**src/rtl/mem_port_arbiter_pkg.sv**
```systemverilog
// -----------------------------------------------------------------------------
// mem_port_arbiter_pkg
// Shared definitions for the IF/MEM memory-port arbiter: arbiter state
// encoding, default bus widths and timing parameters, and small helpers used
// by the arbitration logic.
// -----------------------------------------------------------------------------
package mem_port_arbiter_pkg;

    // Default widths and timing
    localparam int unsigned ADDR_W_DEF  = 32;
    localparam int unsigned DATA_W_DEF  = 32;
    localparam int unsigned TIMEOUT_DEF = 255;
    localparam int unsigned D_BURST_DEF = 2;

    // Arbiter FSM states
    typedef enum logic [1:0] {
        ARB_IDLE = 2'd0,
        ARB_DATA = 2'd1,
        ARB_INST = 2'd2,
        ARB_RESP = 2'd3
    } arb_state_e;

    // Fetch wins only when data is idle or the data burst limit is reached
    function automatic logic arb_pick_inst(
        input logic ic_req,
        input logic dc_req,
        input logic burst_full
    );
        return ic_req && (!dc_req || burst_full);
    endfunction

    // A bus transaction is in flight in DATA and INST
    function automatic logic arb_busy(input arb_state_e state);
        return (state == ARB_DATA) || (state == ARB_INST);
    endfunction

endpackage

```
**src/rtl/mem_port_arbiter_bus_watchdog.sv**
```systemverilog
// -----------------------------------------------------------------------------
// mem_port_arbiter_bus_watchdog
// Counts bus cycles spent waiting for bus_ack and flags expiry on the cycle
// the count reaches TIMEOUT.
// Ports:
//   clk         main clock, rising edge
//   rst         asynchronous active-high reset
//   i_clear     clear the count (no transaction in flight)
//   i_enable    count this cycle (transaction in flight, no bus_ack)
//   o_expire_c  combinational: this counted cycle is the TIMEOUT-th one
// -----------------------------------------------------------------------------
module mem_port_arbiter_bus_watchdog #(
    parameter int unsigned TIMEOUT = 255
) (
    input  logic clk,
    input  logic rst,
    input  logic i_clear,
    input  logic i_enable,
    output logic o_expire_c
);

    localparam int unsigned CNT_W = $clog2(TIMEOUT + 1);

    logic [CNT_W-1:0] r_count;

    // Wait-cycle counter; never runs past TIMEOUT because expiry ends the transaction
    always_ff @(posedge clk or posedge rst) begin
        if (rst) begin
            r_count <= '0;
        end else if (i_clear) begin
            r_count <= '0;
        end else if (i_enable) begin
            r_count <= r_count + CNT_W'(1);
        end
    end

    // r_count holds the cycles already waited, so this cycle is number r_count+1
    assign o_expire_c = i_enable && (r_count == CNT_W'(TIMEOUT - 1));

endmodule

```
**src/rtl/mem_port_arbiter.sv**
```systemverilog
// -----------------------------------------------------------------------------
// mem_port_arbiter
// Shares one single-port memory bus between the IF stage (read-only fetch)
// and the MEM stage (load/store). One transaction at a time; completion is a
// one-cycle ack pulse with data. A watchdog turns a hung bus transaction into
// an error response with zero data and a sticky bus_err.
// Ports:
//   clk, rst                      clock, asynchronous active-high reset
//   ic_req/ic_addr                fetch request (level, held until ic_ack)
//   ic_data/ic_ack                fetch data and one-cycle completion pulse
//   dc_req/dc_we/dc_addr/dc_wdata data request (level, held until dc_ack)
//   dc_rdata/dc_ack               load data and one-cycle completion pulse
//   bus_cyc/bus_we/bus_addr/bus_wdata  memory bus request
//   bus_rdata/bus_ack             memory bus response
//   stall                         combinational: a request is still pending
//   bus_err                       sticky watchdog error, cleared only by rst
// -----------------------------------------------------------------------------
module mem_port_arbiter
    import mem_port_arbiter_pkg::*;
#(
    parameter int unsigned ADDR_W  = ADDR_W_DEF,
    parameter int unsigned DATA_W  = DATA_W_DEF,
    parameter int unsigned TIMEOUT = TIMEOUT_DEF,
    parameter int unsigned D_BURST = D_BURST_DEF
) (
    input  logic              clk,
    input  logic              rst,
    input  logic              ic_req,
    input  logic [ADDR_W-1:0] ic_addr,
    output logic [DATA_W-1:0] ic_data,
    output logic              ic_ack,
    input  logic              dc_req,
    input  logic              dc_we,
    input  logic [ADDR_W-1:0] dc_addr,
    input  logic [DATA_W-1:0] dc_wdata,
    output logic [DATA_W-1:0] dc_rdata,
    output logic              dc_ack,
    output logic              bus_cyc,
    output logic              bus_we,
    output logic [ADDR_W-1:0] bus_addr,
    output logic [DATA_W-1:0] bus_wdata,
    input  logic [DATA_W-1:0] bus_rdata,
    input  logic              bus_ack,
    output logic              stall,
    output logic              bus_err
);

    localparam int unsigned BURST_W = (D_BURST < 1) ? 1 : $clog2(D_BURST + 1);

    // State and registered outputs
    arb_state_e          r_state;
    logic [BURST_W-1:0]  r_burst;
    logic                r_bus_cyc;
    logic                r_bus_we;
    logic [ADDR_W-1:0]   r_bus_addr;
    logic [DATA_W-1:0]   r_bus_wdata;
    logic                r_ic_ack;
    logic                r_dc_ack;
    logic [DATA_W-1:0]   r_ic_data;
    logic [DATA_W-1:0]   r_dc_rdata;
    logic                r_bus_err;

    // Next-state values
    arb_state_e          w_state_nxt;
    logic [BURST_W-1:0]  w_burst_nxt;
    logic                w_bus_cyc_nxt;
    logic                w_bus_we_nxt;
    logic [ADDR_W-1:0]   w_bus_addr_nxt;
    logic [DATA_W-1:0]   w_bus_wdata_nxt;
    logic                w_ic_ack_nxt;
    logic                w_dc_ack_nxt;
    logic [DATA_W-1:0]   w_ic_data_nxt;
    logic [DATA_W-1:0]   w_dc_rdata_nxt;
    logic                w_bus_err_nxt;

    logic                w_busy;
    logic                w_burst_full;
    logic                w_pick_inst;
    logic                w_wd_expire_c;
    logic [DATA_W-1:0]   w_rdata_cap;

    assign w_busy       = arb_busy(r_state);
    assign w_burst_full = (r_burst == BURST_W'(D_BURST));
    assign w_pick_inst  = arb_pick_inst(ic_req, dc_req, w_burst_full);

    // Watchdog counts only in-flight cycles that did not see bus_ack, so a
    // bus_ack on the expiry cycle always wins over the timeout
    mem_port_arbiter_bus_watchdog #(
        .TIMEOUT (TIMEOUT)
    ) u_bus_watchdog (
        .clk        (clk),
        .rst        (rst),
        .i_clear    (!w_busy),
        .i_enable   (w_busy && !bus_ack),
        .o_expire_c (w_wd_expire_c)
    );

    // State and output registers
    always_ff @(posedge clk or posedge rst) begin
        if (rst) begin
            r_state     <= ARB_IDLE;
            r_burst     <= '0;
            r_bus_cyc   <= 1'b0;
            r_bus_we    <= 1'b0;
            r_bus_addr  <= '0;
            r_bus_wdata <= '0;
            r_ic_ack    <= 1'b0;
            r_dc_ack    <= 1'b0;
            r_ic_data   <= '0;
            r_dc_rdata  <= '0;
            r_bus_err   <= 1'b0;
        end else begin
            r_state     <= w_state_nxt;
            r_burst     <= w_burst_nxt;
            r_bus_cyc   <= w_bus_cyc_nxt;
            r_bus_we    <= w_bus_we_nxt;
            r_bus_addr  <= w_bus_addr_nxt;
            r_bus_wdata <= w_bus_wdata_nxt;
            r_ic_ack    <= w_ic_ack_nxt;
            r_dc_ack    <= w_dc_ack_nxt;
            r_ic_data   <= w_ic_data_nxt;
            r_dc_rdata  <= w_dc_rdata_nxt;
            r_bus_err   <= w_bus_err_nxt;
        end
    end

    // Next-state and output logic
    always_comb begin
        w_state_nxt     = r_state;
        w_burst_nxt     = r_burst;
        w_bus_cyc_nxt   = r_bus_cyc;
        w_bus_we_nxt    = r_bus_we;
        w_bus_addr_nxt  = r_bus_addr;
        w_bus_wdata_nxt = r_bus_wdata;
        w_ic_ack_nxt    = 1'b0;
        w_dc_ack_nxt    = 1'b0;
        w_ic_data_nxt   = r_ic_data;
        w_dc_rdata_nxt  = r_dc_rdata;
        w_bus_err_nxt   = r_bus_err;
        w_rdata_cap     = '0;

        case (r_state)
            ARB_IDLE: begin
                // The burst only counts data grants taken while fetch is waiting
                if (!ic_req) begin
                    w_burst_nxt = '0;
                end
                if (w_pick_inst) begin
                    w_state_nxt    = ARB_INST;
                    w_burst_nxt    = '0;
                    w_bus_cyc_nxt  = 1'b1;
                    w_bus_we_nxt   = 1'b0;
                    w_bus_addr_nxt = ic_addr;
                end else if (dc_req) begin
                    w_state_nxt     = ARB_DATA;
                    if (ic_req) begin
                        w_burst_nxt = r_burst + BURST_W'(1);
                    end
                    w_bus_cyc_nxt   = 1'b1;
                    w_bus_we_nxt    = dc_we;
                    w_bus_addr_nxt  = dc_addr;
                    w_bus_wdata_nxt = dc_wdata;
                end
            end

            ARB_DATA, ARB_INST: begin
                if (bus_ack || w_wd_expire_c) begin
                    // A timed-out transaction completes with zero data
                    w_rdata_cap   = bus_ack ? bus_rdata : '0;
                    w_state_nxt   = ARB_RESP;
                    w_bus_cyc_nxt = 1'b0;
                    w_bus_we_nxt  = 1'b0;
                    if (!bus_ack) begin
                        w_bus_err_nxt = 1'b1;
                    end
                    if (r_state == ARB_INST) begin
                        w_ic_ack_nxt  = 1'b1;
                        w_ic_data_nxt = w_rdata_cap;
                    end else begin
                        w_dc_ack_nxt   = 1'b1;
                        w_dc_rdata_nxt = w_rdata_cap;
                    end
                end
            end

            ARB_RESP: begin
                w_state_nxt = ARB_IDLE;
            end

            default: begin
                w_state_nxt = ARB_IDLE;
            end
        endcase
    end

    assign ic_ack    = r_ic_ack;
    assign ic_data   = r_ic_data;
    assign dc_ack    = r_dc_ack;
    assign dc_rdata  = r_dc_rdata;
    assign bus_cyc   = r_bus_cyc;
    assign bus_we    = r_bus_we;
    assign bus_addr  = r_bus_addr;
    assign bus_wdata = r_bus_wdata;
    assign bus_err   = r_bus_err;

    // Pipeline must hold while either side is still waiting for its ack
    assign stall = (ic_req & ~r_ic_ack) | (dc_req & ~r_dc_ack);

endmodule

```
**config.mk**
```make
export PLATFORM = sky130hd
export DESIGN_NAME = mem_port_arbiter
export DESIGN_NICKNAME = d
export VERILOG_FILES = /design/src/rtl/mem_port_arbiter_pkg.sv /design/src/rtl/mem_port_arbiter_bus_watchdog.sv /design/src/rtl/mem_port_arbiter.sv
export SDC_FILE = /design/constraint.sdc
export NUM_CORES = 1
export LEC_CHECK = 0
export BUFFER_PORTS_ARGS = -buffer_cell sky130_fd_sc_hd__buf_4
export CAP_MARGIN = 20
export CORE_UTILIZATION = 28
export DETAILED_ROUTE_END_ITERATION = 12
export HOLD_SLACK_MARGIN = 0.03
export MAX_ROUTING_LAYER = met4
export SKIP_CTS_REPAIR_TIMING = 1
export SLEW_MARGIN = 15
export SYNTH_ARGS = -nofsm -noshare
export SYNTH_HDL_FRONTEND = slang
export SYNTH_HIERARCHICAL = 1
export SYNTH_SLANG_ARGS = --single-unit
```
**constraint.sdc**
```tcl
create_clock -name clk -period 6.79 [get_ports clk]
set_input_delay 1.0185 -clock clk [delete_from_list [all_inputs] [get_ports clk]]
set_output_delay 1.0185 -clock clk [all_outputs]
set_load 0.01 [all_outputs]
```
== Word level (Yosys, flattened, before mapping) ==
Index checks and enable logic that the tools add are counted.
Storage, ports and cells
  bits in registers: 145
  input bits: 134
  output and inout bits: 134
  logic and storage cells: 75
Cells by class
  add/subtract/negate cells: 2
  equal/unequal tests: 8
  mux-type cells: 26
  bitwise gates (word level): 8
  reductions and logical operators: 19
Operators by type and width (count)
  $mux 32: 3
  $mux 8: 2
  $reduce_and 3->1: 5
  $mux 2: 7
  $mux 1: 11
  $add 8x1->8 const B: 1
  $eq 8x8->1 const B: 1
  $eq 2x2->1 const B: 3
  $pmux 2 s3: 1
  $not 1->1: 5
  $pmux 1 s2: 2
  $reduce_and 2->1: 2
  $reduce_bool 2->1: 2
  $logic_and 1x1->1: 3
  $logic_or 1x1->1: 3
  $ne 3x3->1 const B: 1
  $add 2x1->2 const B: 1
  $and 1x1->1: 2
  $eq 2x1->1 const B: 1
  $logic_not 1->1: 2
  $logic_not 2->1: 1
  $ne 2x1->1 const B: 1
  $ne 2x2->1 const B: 1
  $reduce_or 2->1: 1
  $or 1x1->1: 1

== Longest topological paths before layout ==
Gate-level depths: netlist of the first run.
  depth in word-level cells: 7
  depth in mapped cells: 11
  depth with buffers taken out: 8

== Cells and area by module ==
Netlist of the first run, hierarchy kept.
By module, submodules not included
  mem_port_arbiter: instances 1, cells each 548, area each 5784.3 um2
  mem_port_arbiter_bus_watchdog: instances 1, cells each 42, area each 419.2 um2

== Worst setup path after synthesis of the first run ==
OpenSTA, ideal clock, no wires.
  path kind: input to register
  start: in bus_ack
  end: reg r_state[1]
  setup time: 0.125 ns
  arrival: 2.526 ns
  required time: 6.665 ns
  path slack: 4.140 ns
  cell stages on the path: 8
  cell sequence: buf_2 > and2b_1 > buf_6 > nand4_4 > nor2_1 > inv_1 > a32oi_2 > mux2_2
Between the ends
  word-level cells in the longest chain between the ends: 6
RTL lines
  from (decl): RTL line mem_port_arbiter.sv:43  | input logic bus_ack,
  $logic_not 1->1
  $logic_and 1x1->1: RTL line mem_port_arbiter.sv:94  | .i_enable (w_busy && !bus_ack),
  $logic_and 1x1->1: RTL line mem_port_arbiter_bus_watchdog.sv:38  | assign o_expire_c = i_enable && (r_count == CNT_W'(TIMEOUT - 1));
  via w_wd_expire_c: RTL line mem_port_arbiter.sv:79  | logic w_wd_expire_c;
  $logic_or 1x1->1: RTL line mem_port_arbiter.sv:167  | if (bus_ack || w_wd_expire_c) begin
  $ne 2x2->1 (no source line)
  $reduce_and 2->1 (no source line)
  to (signal assigned): RTL line mem_port_arbiter.sv:113  | r_state <= w_state_nxt;
  to (decl): RTL line mem_port_arbiter.sv:51  | arb_state_e r_state;
The timed path passes the listed nets, and every way through them passes these cells.
A chain may end at the register's enable or synchronous reset.

== Final worst setup path of the first run ==
  start: in bus_ack
  end: reg r_dc_rdata[24], in the netlist dc_rdata[24]
Between the ends
  word-level cells in the longest chain between the ends: 5
RTL lines
  $logic_not 1->1
  $logic_and 1x1->1: RTL line mem_port_arbiter.sv:94
  $logic_and 1x1->1: RTL line mem_port_arbiter_bus_watchdog.sv:38
  via w_wd_expire_c: RTL line mem_port_arbiter.sv:79
  $logic_or 1x1->1: RTL line mem_port_arbiter.sv:167
  $reduce_and 3->1 (no source line)
  to (signal assigned): RTL line mem_port_arbiter.sv:122  | r_dc_rdata <= w_dc_rdata_nxt;
  to (decl): RTL line mem_port_arbiter.sv:60  | logic [DATA_W-1:0] r_dc_rdata;
The timed path passes the listed nets, and every way through them passes these cells.

==> results of run 1 <==
## report_power, final
part	leakage (nW)	internal, mW	total (mW)	switching, mW
Combinational	2.25	0.906	1.82	0.912
Sequential	1.80	1.27	1.49	0.226
Clock	0.301	0.628	1.01	0.378
## placed cells by master (no fill, tap or decap), types with 2 or more instances in the layout
cell	netlist	routed
buf_4	0	275
dfrtp_1	145	145
o21ai_0	132	132
nand2_1	71	71
nor2_1	38	38
a21oi_1	35	35
a31oi_1	32	32
mux2_4	30	30
clkbuf_16	0	17
inv_1	14	13
ha_1	6	6
nand4_1	5	5
o22ai_1	4	4
inv_6	0	4
bufinv_16	0	4
mux2_2	3	3
or3_1	3	3
xor2_1	3	3
o21ai_2	1	2
o21ai_1	3	2
clkinvlp_4	0	2
clkinv_2	0	2
clkbuf_1	22	2
buf_8	0	2
## metal layers
| metal | wire length (um) | vias up | global-route usage (%) |
|---|---|---|---|
| li1 | - | 2554 | - |
| met4 | 199 | 0 | 4.80 |
| met3 | 1810 | 13 | 5.60 |
| met5 | 0 | - | - |
| met1 | 8300 | 2561 | 20.9 |
| met2 | 8530 | 223 | 26.1 |
## through the flow
step | cell area [um^2] | setup slack, ps
3_3_place_gp | 8390 | 3030
6_report | 9050 | 3690
5_1_grt | 9050 | 3500
3_5_place_dp | 8400 | 2860
4_1_cts | 9030 | 3300
2_1_floorplan | 6200 | 2100
## logic make-up (layout without fill, tap and decap cells)
logic type	count (synthesis)	after routing
AO/OA/AOI/OAI	214	214
buffers and inverters	62	323
adder cells (fa/ha/maj)	6	6
XOR/XNOR	4	4
AND/OR/NAND/NOR	125	125
flip-flops	145	145
multiplexers	34	34
## final cells by class
class	count	area, um^2
well taps	280	350
fillers	2168	12700
multi-input cells	383	2290
repair buffers	277	2090
clock buffers	20	447
inverters	14	57.6
clock inverters	12	180
flip-flops and latches	145	3630
## worst max-delay path, stage by stage
cell     delay, ps
buf_4          240
and2b_1        480
nand4_4        170
nor2_1         310
o21ai_2         70
buf_4          240
or2_1          430
buf_8          240
o21ai_0        190
## sequential cells by signal, summed over array words and instances, names as in the netlist
name	flops
r_state	2
bus_err	1
r_burst	2
ic_ack	1
dc_ack	1
bus_we	1
dc_rdata	32
bus_wdata	32
ic_data	32
bus_cyc	1
bus_addr	32
u_bus_watchdog/r_count	8
## worst min path at each step
| stage | startpoint | end | slack (ps) | cells past startpoint |
|---|---|---|---|---|
| global route | ic_data[21]$_DFFE_PP0P_ | ic_data[21]$_DFFE_PP0P_ | 490 | 2 |
| global placement | ic_data[5]$_DFFE_PP0P_ | ic_data[5]$_DFFE_PP0P_ | 470 | 2 |
| CTS | ic_data[21]$_DFFE_PP0P_ | ic_data[21]$_DFFE_PP0P_ | 490 | 2 |
| detailed placement | ic_data[21]$_DFFE_PP0P_ | ic_data[21]$_DFFE_PP0P_ | 470 | 2 |
| floorplan | bus_err$_DFFE_PP0P_ | bus_err$_DFFE_PP0P_ | 490 | 1 |
| finish | ic_data[29]$_DFFE_PP0P_ | ic_data[29]$_DFFE_PP0P_ | 480 | 2 |
==> run_summary.xml, run 1 <==
<?xml version="1.0" encoding="UTF-8"?>
<metrics>
  <group name="outcome">
    <metric name="run_status" unit="">complete, no violations</metric>
  </group>
  <group name="cells_and_area">
    <metric name="layout_overhead_on_the_synthesized_area" unit="%">45.8</metric>
    <metric name="drive_gt1_share" unit="%">40.8</metric>
    <metric name="postLayoutCoreUtil" unit="%">41.6</metric>
    <metric name="final_nets" unit="">978</metric>
    <metric name="instances_no_fill" unit="">1131</metric>
    <metric name="num_antenna_cells" unit="">0</metric>
  </group>
  <group name="worst_setup_path">
    <metric name="worst_setup_path_start_kind" unit="">input port</metric>
    <metric name="crit_path_start" unit="">bus_ack</metric>
    <metric name="path_class" unit="">in2reg</metric>
    <metric name="worst_setup_path_endpoint" unit="">dc_rdata[24]$_DFFE_PP0P_</metric>
    <metric name="r2r-start" unit="">r_state[1]$_DFFE_PP0P_</metric>
    <metric name="cp.arrival" unit="ps">3420</metric>
    <metric name="r2r_end" unit="">dc_rdata[24]$_DFFE_PP0P_</metric>
    <metric name="critical_path_peak_fanout" unit="">35</metric>
    <metric name="cp_data_required_time" unit="ps">7110</metric>
    <metric name="reg2regPathDepth" unit="">10</metric>
    <metric name="worstSetupEndpointType" unit="">register</metric>
    <metric name="worst-r2r-setup-slack" unit="ps">3790</metric>
  </group>
  <group name="die">
    <metric name="dieArea" unit="um^2">22800</metric>
    <metric name="area_of_the_placeable_core" unit="um^2">21800</metric>
    <metric name="die_height" unit="um">151</metric>
    <metric name="initial_core_util" unit="%">28.5</metric>
    <metric name="core.rowCount" unit="">54</metric>
    <metric name="pin_count" unit="">268</metric>
    <metric name="die_width" unit="um">151</metric>
  </group>
  <group name="power_and_ir_drop">
    <metric name="power.density_cell_area" unit="nW/um^2">477</metric>
    <metric name="max-vdd-ir-drop" unit="mV">0.198</metric>
    <metric name="p_total" unit="mW">4.32</metric>
    <metric name="p_leak" unit="nW">4.35</metric>
  </group>
  <group name="clocking">
    <metric name="cts_max_path_buffers" unit="">2</metric>
    <metric name="cts.sinks" unit="">145</metric>
    <metric name="cell_at_the_root_of_the_clock_tree" unit="">clkbuf_16</metric>
    <metric name="path_clk_slew" unit="ps">60</metric>
    <metric name="cts_htree_levels" unit="">4</metric>
    <metric name="cts_inserted_buffers" unit="">17</metric>
    <metric name="cts_tree" unit="">done</metric>
    <metric name="insertion_delay" unit="ps">410</metric>
  </group>
  <group name="logic_synthesis">
    <metric name="dominantRegCellSynth" unit="">dfrtp_1</metric>
    <metric name="netlist.top_cell.by_area" unit="">dfrtp_1</metric>
    <metric name="postSynthRegisterBits" unit="">145</metric>
    <metric name="synth_nets" unit="">730</metric>
    <metric name="synthMuxAreaShare" unit="%">7.97</metric>
    <metric name="synth_cells" unit="">590</metric>
    <metric name="synth_top_family_by_area" unit="">compound AO/OA/AOI/OAI gates</metric>
    <metric name="netlist_area" unit="um^2">6200</metric>
    <metric name="synth.top_cells.by_area" unit="">dfrtp_1 (58%), o21ai_0 (11%), mux2_4 (7.3%)</metric>
    <metric name="synth.most_common_cell" unit="">dfrtp_1</metric>
    <metric name="synth_sequential_area_ratio" unit="%">58.5</metric>
    <metric name="yosys.area.top_type_share" unit="%">58.5</metric>
    <metric name="synthDistinctLibCells" unit="">37</metric>
    <metric name="post_synth_and_or_nand_nor_area_fraction" unit="%">8.51</metric>
    <metric name="post_synthesis_adder_cell_area_fraction" unit="%">1.21</metric>
    <metric name="netlist_top_cells_count" unit="">dfrtp_1 (145), o21ai_0 (132), nand2_1 (71), nor2_1 (38), a21oi_1 (35)</metric>
    <metric name="number_of_enable_type_register_cells_in_the_synthesized_netlist" unit="">0</metric>
    <metric name="synth_compound_gate_area_share" unit="%">18.5</metric>
    <metric name="yosysWarnings" unit="">6</metric>
    <metric name="synthArstFlopShare" unit="%">100</metric>
    <metric name="syn_avg_cell_area" unit="um^2">10.5</metric>
    <metric name="synth_xor_area_share" unit="%">0.565</metric>
  </group>
  <group name="route">
    <metric name="via_per_inst" unit="">4.73</metric>
    <metric name="vias" unit="">5351</metric>
    <metric name="detailedRoute.firstIterationViolations" unit="">194</metric>
    <metric name="drt_first_pass_iters" unit="">7</metric>
    <metric name="remaining_drc_errors" unit="">0</metric>
    <metric name="wl" unit="um">18800</metric>
    <metric name="post_drt_wl_per_cell" unit="um">16.7</metric>
    <metric name="route.antenna.remaining_nets" unit="">0</metric>
  </group>
  <group name="placed_design">
    <metric name="placed_cells_incl_taps" unit="">1098</metric>
    <metric name="port_buffers" unit="">267</metric>
    <metric name="detailed_place_hpwl" unit="um">12900</metric>
    <metric name="place_congestion" unit="">0.773</metric>
  </group>
  <group name="grt">
    <metric name="grt_start_max_net_pins" unit="">71</metric>
    <metric name="grt.overflow.total" unit="">0</metric>
    <metric name="grt_pass1_vias" unit="">5305</metric>
    <metric name="global_route_wire_length_before_repair" unit="um">28700</metric>
    <metric name="antenna_found_initial" unit="">0</metric>
    <metric name="grt_util_all_layers" unit="%">16.8</metric>
  </group>
  <group name="flow_run">
    <metric name="max_cap_viol_count" unit="">0</metric>
  </group>
  <group name="sta">
    <metric name="max_slew.worst_pin.slew" unit="ps">1080</metric>
    <metric name="setup_viol" unit="">0</metric>
    <metric name="setup_repair_after_global_routing_missed_its_margin" unit="">false</metric>
    <metric name="timing.slew.headroom" unit="%">28.2</metric>
    <metric name="fmax" unit="MHz">323</metric>
    <metric name="report.final.slew_viol_count" unit="">0</metric>
    <metric name="number_of_failing_hold_endpoints_at_the_final_stage" unit="">0</metric>
    <metric name="period_share" unit="%">45.6</metric>
    <metric name="setup_total_negative_slack" unit="ps">0</metric>
    <metric name="period_needed" unit="ps">3100</metric>
    <metric name="timing.hold.ws" unit="ps">480</metric>
    <metric name="skew" unit="ps">10.1</metric>
  </group>
  <group name="worst_hold_path">
    <metric name="worstHoldPathType" unit="">reg2reg</metric>
  </group>
</metrics>
No activity file was read; power rests on OpenSTA's default activity.
==> inputs of run 2 (changes only) <==
clock period = 2.9 ns   (was 6.79 ns; I/O delays follow)
==> run_summary.xml, run 2 (synthesis gave the netlist of run 1 again) <==
<?xml version="1.0" encoding="UTF-8"?>
<metrics>
  <group name="placed_design">
    <metric name="detailed_place_hpwl" unit="um">13100</metric>
    <metric name="port_buffers" unit="">267</metric>
    <metric name="placed_cells_incl_taps" unit="">1104</metric>
    <metric name="place_congestion" unit="">0.780</metric>
    <metric name="instance_area_after_placement" unit="um^2">8480</metric>
  </group>
  <group name="flow_run">
    <metric name="max_cap_viol_count" unit="">0</metric>
  </group>
  <group name="sta">
    <metric name="period_needed" unit="ps">2630</metric>
    <metric name="number_of_failing_hold_endpoints_at_the_final_stage" unit="">0</metric>
    <metric name="skew" unit="ps">14.9</metric>
    <metric name="report.final.slew_viol_count" unit="">0</metric>
    <metric name="setup_total_negative_slack" unit="ps">0</metric>
    <metric name="setup_viol" unit="">0</metric>
    <metric name="period_share" unit="%">90.5</metric>
    <metric name="max_slew.worst_pin.slew" unit="ps">477</metric>
    <metric name="setup_repair_after_global_routing_missed_its_margin" unit="">false</metric>
    <metric name="timing.hold.ws" unit="ps">237</metric>
    <metric name="timing.slew.headroom" unit="%">68.1</metric>
    <metric name="fmax" unit="MHz">381</metric>
  </group>
  <group name="route">
    <metric name="route.antenna.remaining_nets" unit="">0</metric>
    <metric name="vias" unit="">5345</metric>
    <metric name="remaining_drc_errors" unit="">0</metric>
    <metric name="wl" unit="um">19000</metric>
    <metric name="via_per_inst" unit="">4.71</metric>
    <metric name="post_drt_wl_per_cell" unit="um">16.8</metric>
    <metric name="drt_first_pass_iters" unit="">7</metric>
    <metric name="detailedRoute.firstIterationViolations" unit="">229</metric>
  </group>
  <group name="die">
    <metric name="initial_core_util" unit="%">28.5</metric>
    <metric name="core.rowCount" unit="">54</metric>
    <metric name="pin_count" unit="">268</metric>
    <metric name="area_of_the_placeable_core" unit="um^2">21800</metric>
    <metric name="dieArea" unit="um^2">22800</metric>
    <metric name="die_width" unit="um">151</metric>
    <metric name="die_height" unit="um">151</metric>
  </group>
  <group name="clocking">
    <metric name="cts_htree_levels" unit="">4</metric>
    <metric name="cts_inserted_buffers" unit="">17</metric>
    <metric name="insertion_delay" unit="ps">430</metric>
    <metric name="cts_max_path_buffers" unit="">2</metric>
    <metric name="cts_tree" unit="">done</metric>
    <metric name="cts.sinks" unit="">145</metric>
    <metric name="cell_at_the_root_of_the_clock_tree" unit="">clkbuf_16</metric>
    <metric name="path_clk_slew" unit="ps">70</metric>
  </group>
  <group name="cells_and_area">
    <metric name="num_antenna_cells" unit="">0</metric>
    <metric name="final_area" unit="um^2">9090</metric>
    <metric name="instances_no_fill" unit="">1136</metric>
    <metric name="layout_overhead_on_the_synthesized_area" unit="%">46.5</metric>
    <metric name="drive_gt1_share" unit="%">41.1</metric>
    <metric name="final.fill_count" unit="">2165</metric>
    <metric name="final_nets" unit="">984</metric>
    <metric name="mostFrequentLayoutCells" unit="">buf_4 (279), dfrtp_1 (145), o21ai_0 (132), nand2_1 (71), nor2_1 (38)</metric>
    <metric name="layout_commonest_cell" unit="">buf_4</metric>
  </group>
  <group name="worst_setup_path">
    <metric name="worst_setup_path_start_kind" unit="">register</metric>
    <metric name="worstSetupEndpointType" unit="">register</metric>
    <metric name="cp_data_required_time" unit="ps">3240</metric>
    <metric name="cp.arrival" unit="ps">2960</metric>
    <metric name="path_class" unit="">reg2reg</metric>
    <metric name="critical_path_peak_fanout" unit="">29</metric>
  </group>
  <group name="outcome">
    <metric name="run_status" unit="">complete, no violations</metric>
  </group>
  <group name="worst_hold_path">
    <metric name="worstHoldPathType" unit="">in2reg</metric>
  </group>
  <group name="grt">
    <metric name="global_route_wire_length_before_repair" unit="um">28200</metric>
    <metric name="grt.overflow.total" unit="">0</metric>
    <metric name="antenna_found_initial" unit="">0</metric>
    <metric name="grt_start_max_net_pins" unit="">76</metric>
    <metric name="grt_util_all_layers" unit="%">16.9</metric>
    <metric name="grt_pass1_vias" unit="">5232</metric>
  </group>
  <group name="power_and_ir_drop">
    <metric name="max-vdd-ir-drop" unit="mV">0.389</metric>
    <metric name="power.density_cell_area" unit="nW/um^2">1100</metric>
    <metric name="p_leak" unit="nW">4.38</metric>
    <metric name="p_total" unit="mW">10.0</metric>
  </group>
</metrics>
run 2: area by class of cell:
type	count	area, um^2	share of cell area (%)
clock buffer	19	443	4.87
timing repair buffer	283	2160	23.8
sequential	145	3630	39.9
clock inverter	12	159	1.75
multi-input combinational	383	2290	25.2
inverter	14	56.3	0.619
tap	280	350	3.85
run 2: metal layers:
layer / global-route usage [%] / up-vias / routed length (um)
met5: - / - / 0
met4: 4.65 / 0 / 132
met3: 6.23 / 12 / 1870
met2: 26.8 / 227 / 9040
met1: 20.1 / 2541 / 8000
li1: - / 2565 / -
run 2: where the power goes:
part	leakage (nW)	switching [mW]	internal (mW)
clock network	0.290	0.905	1.38
registers	1.80	0.529	2.96
logic	2.29	2.14	2.12
total	4.38	3.58	6.46
run 2: critical path: stages (launching register included):
cell     delay, ps
dfrtp_1        370
inv_1           70
ha_1           400
and2b_1        380
nand4_4        170
nor2_1         280
o21ai_2         80
or2_1          290
buf_4          260
o21ai_0        230
run 2: path summary, 6_finish.rpt:
kind,start,to,slack (ps),depth (start not counted)
max,r_state[1]$_DFFE_PP0P_,dc_rdata[15]$_DFFE_PP0P_,280,9
min,dc_wdata[25],bus_wdata[25]$_DFFE_PP0P_,240,2
max reg2reg,r_state[1]$_DFFE_PP0P_,dc_rdata[15]$_DFFE_PP0P_,280,9
min reg2reg,ic_data[7]$_DFFE_PP0P_,ic_data[7]$_DFFE_PP0P_,480,2
max in group asynchronous,rst,bus_wdata[27]$_DFFE_PP0P_,1810,4
min in group asynchronous,rst,u_bus_watchdog/r_count[3]$_DFFE_PP0P_,550,3
run 2: metrics by stage:
stage | worst slack, ps | util [%]
after global placement | 401 | 39.0
final | 275 | 41.8
after global routing | 59.5 | 41.8
after floorplan | 705 | -
after detailed placement | 264 | 39.0
after CTS | 251 | 41.7
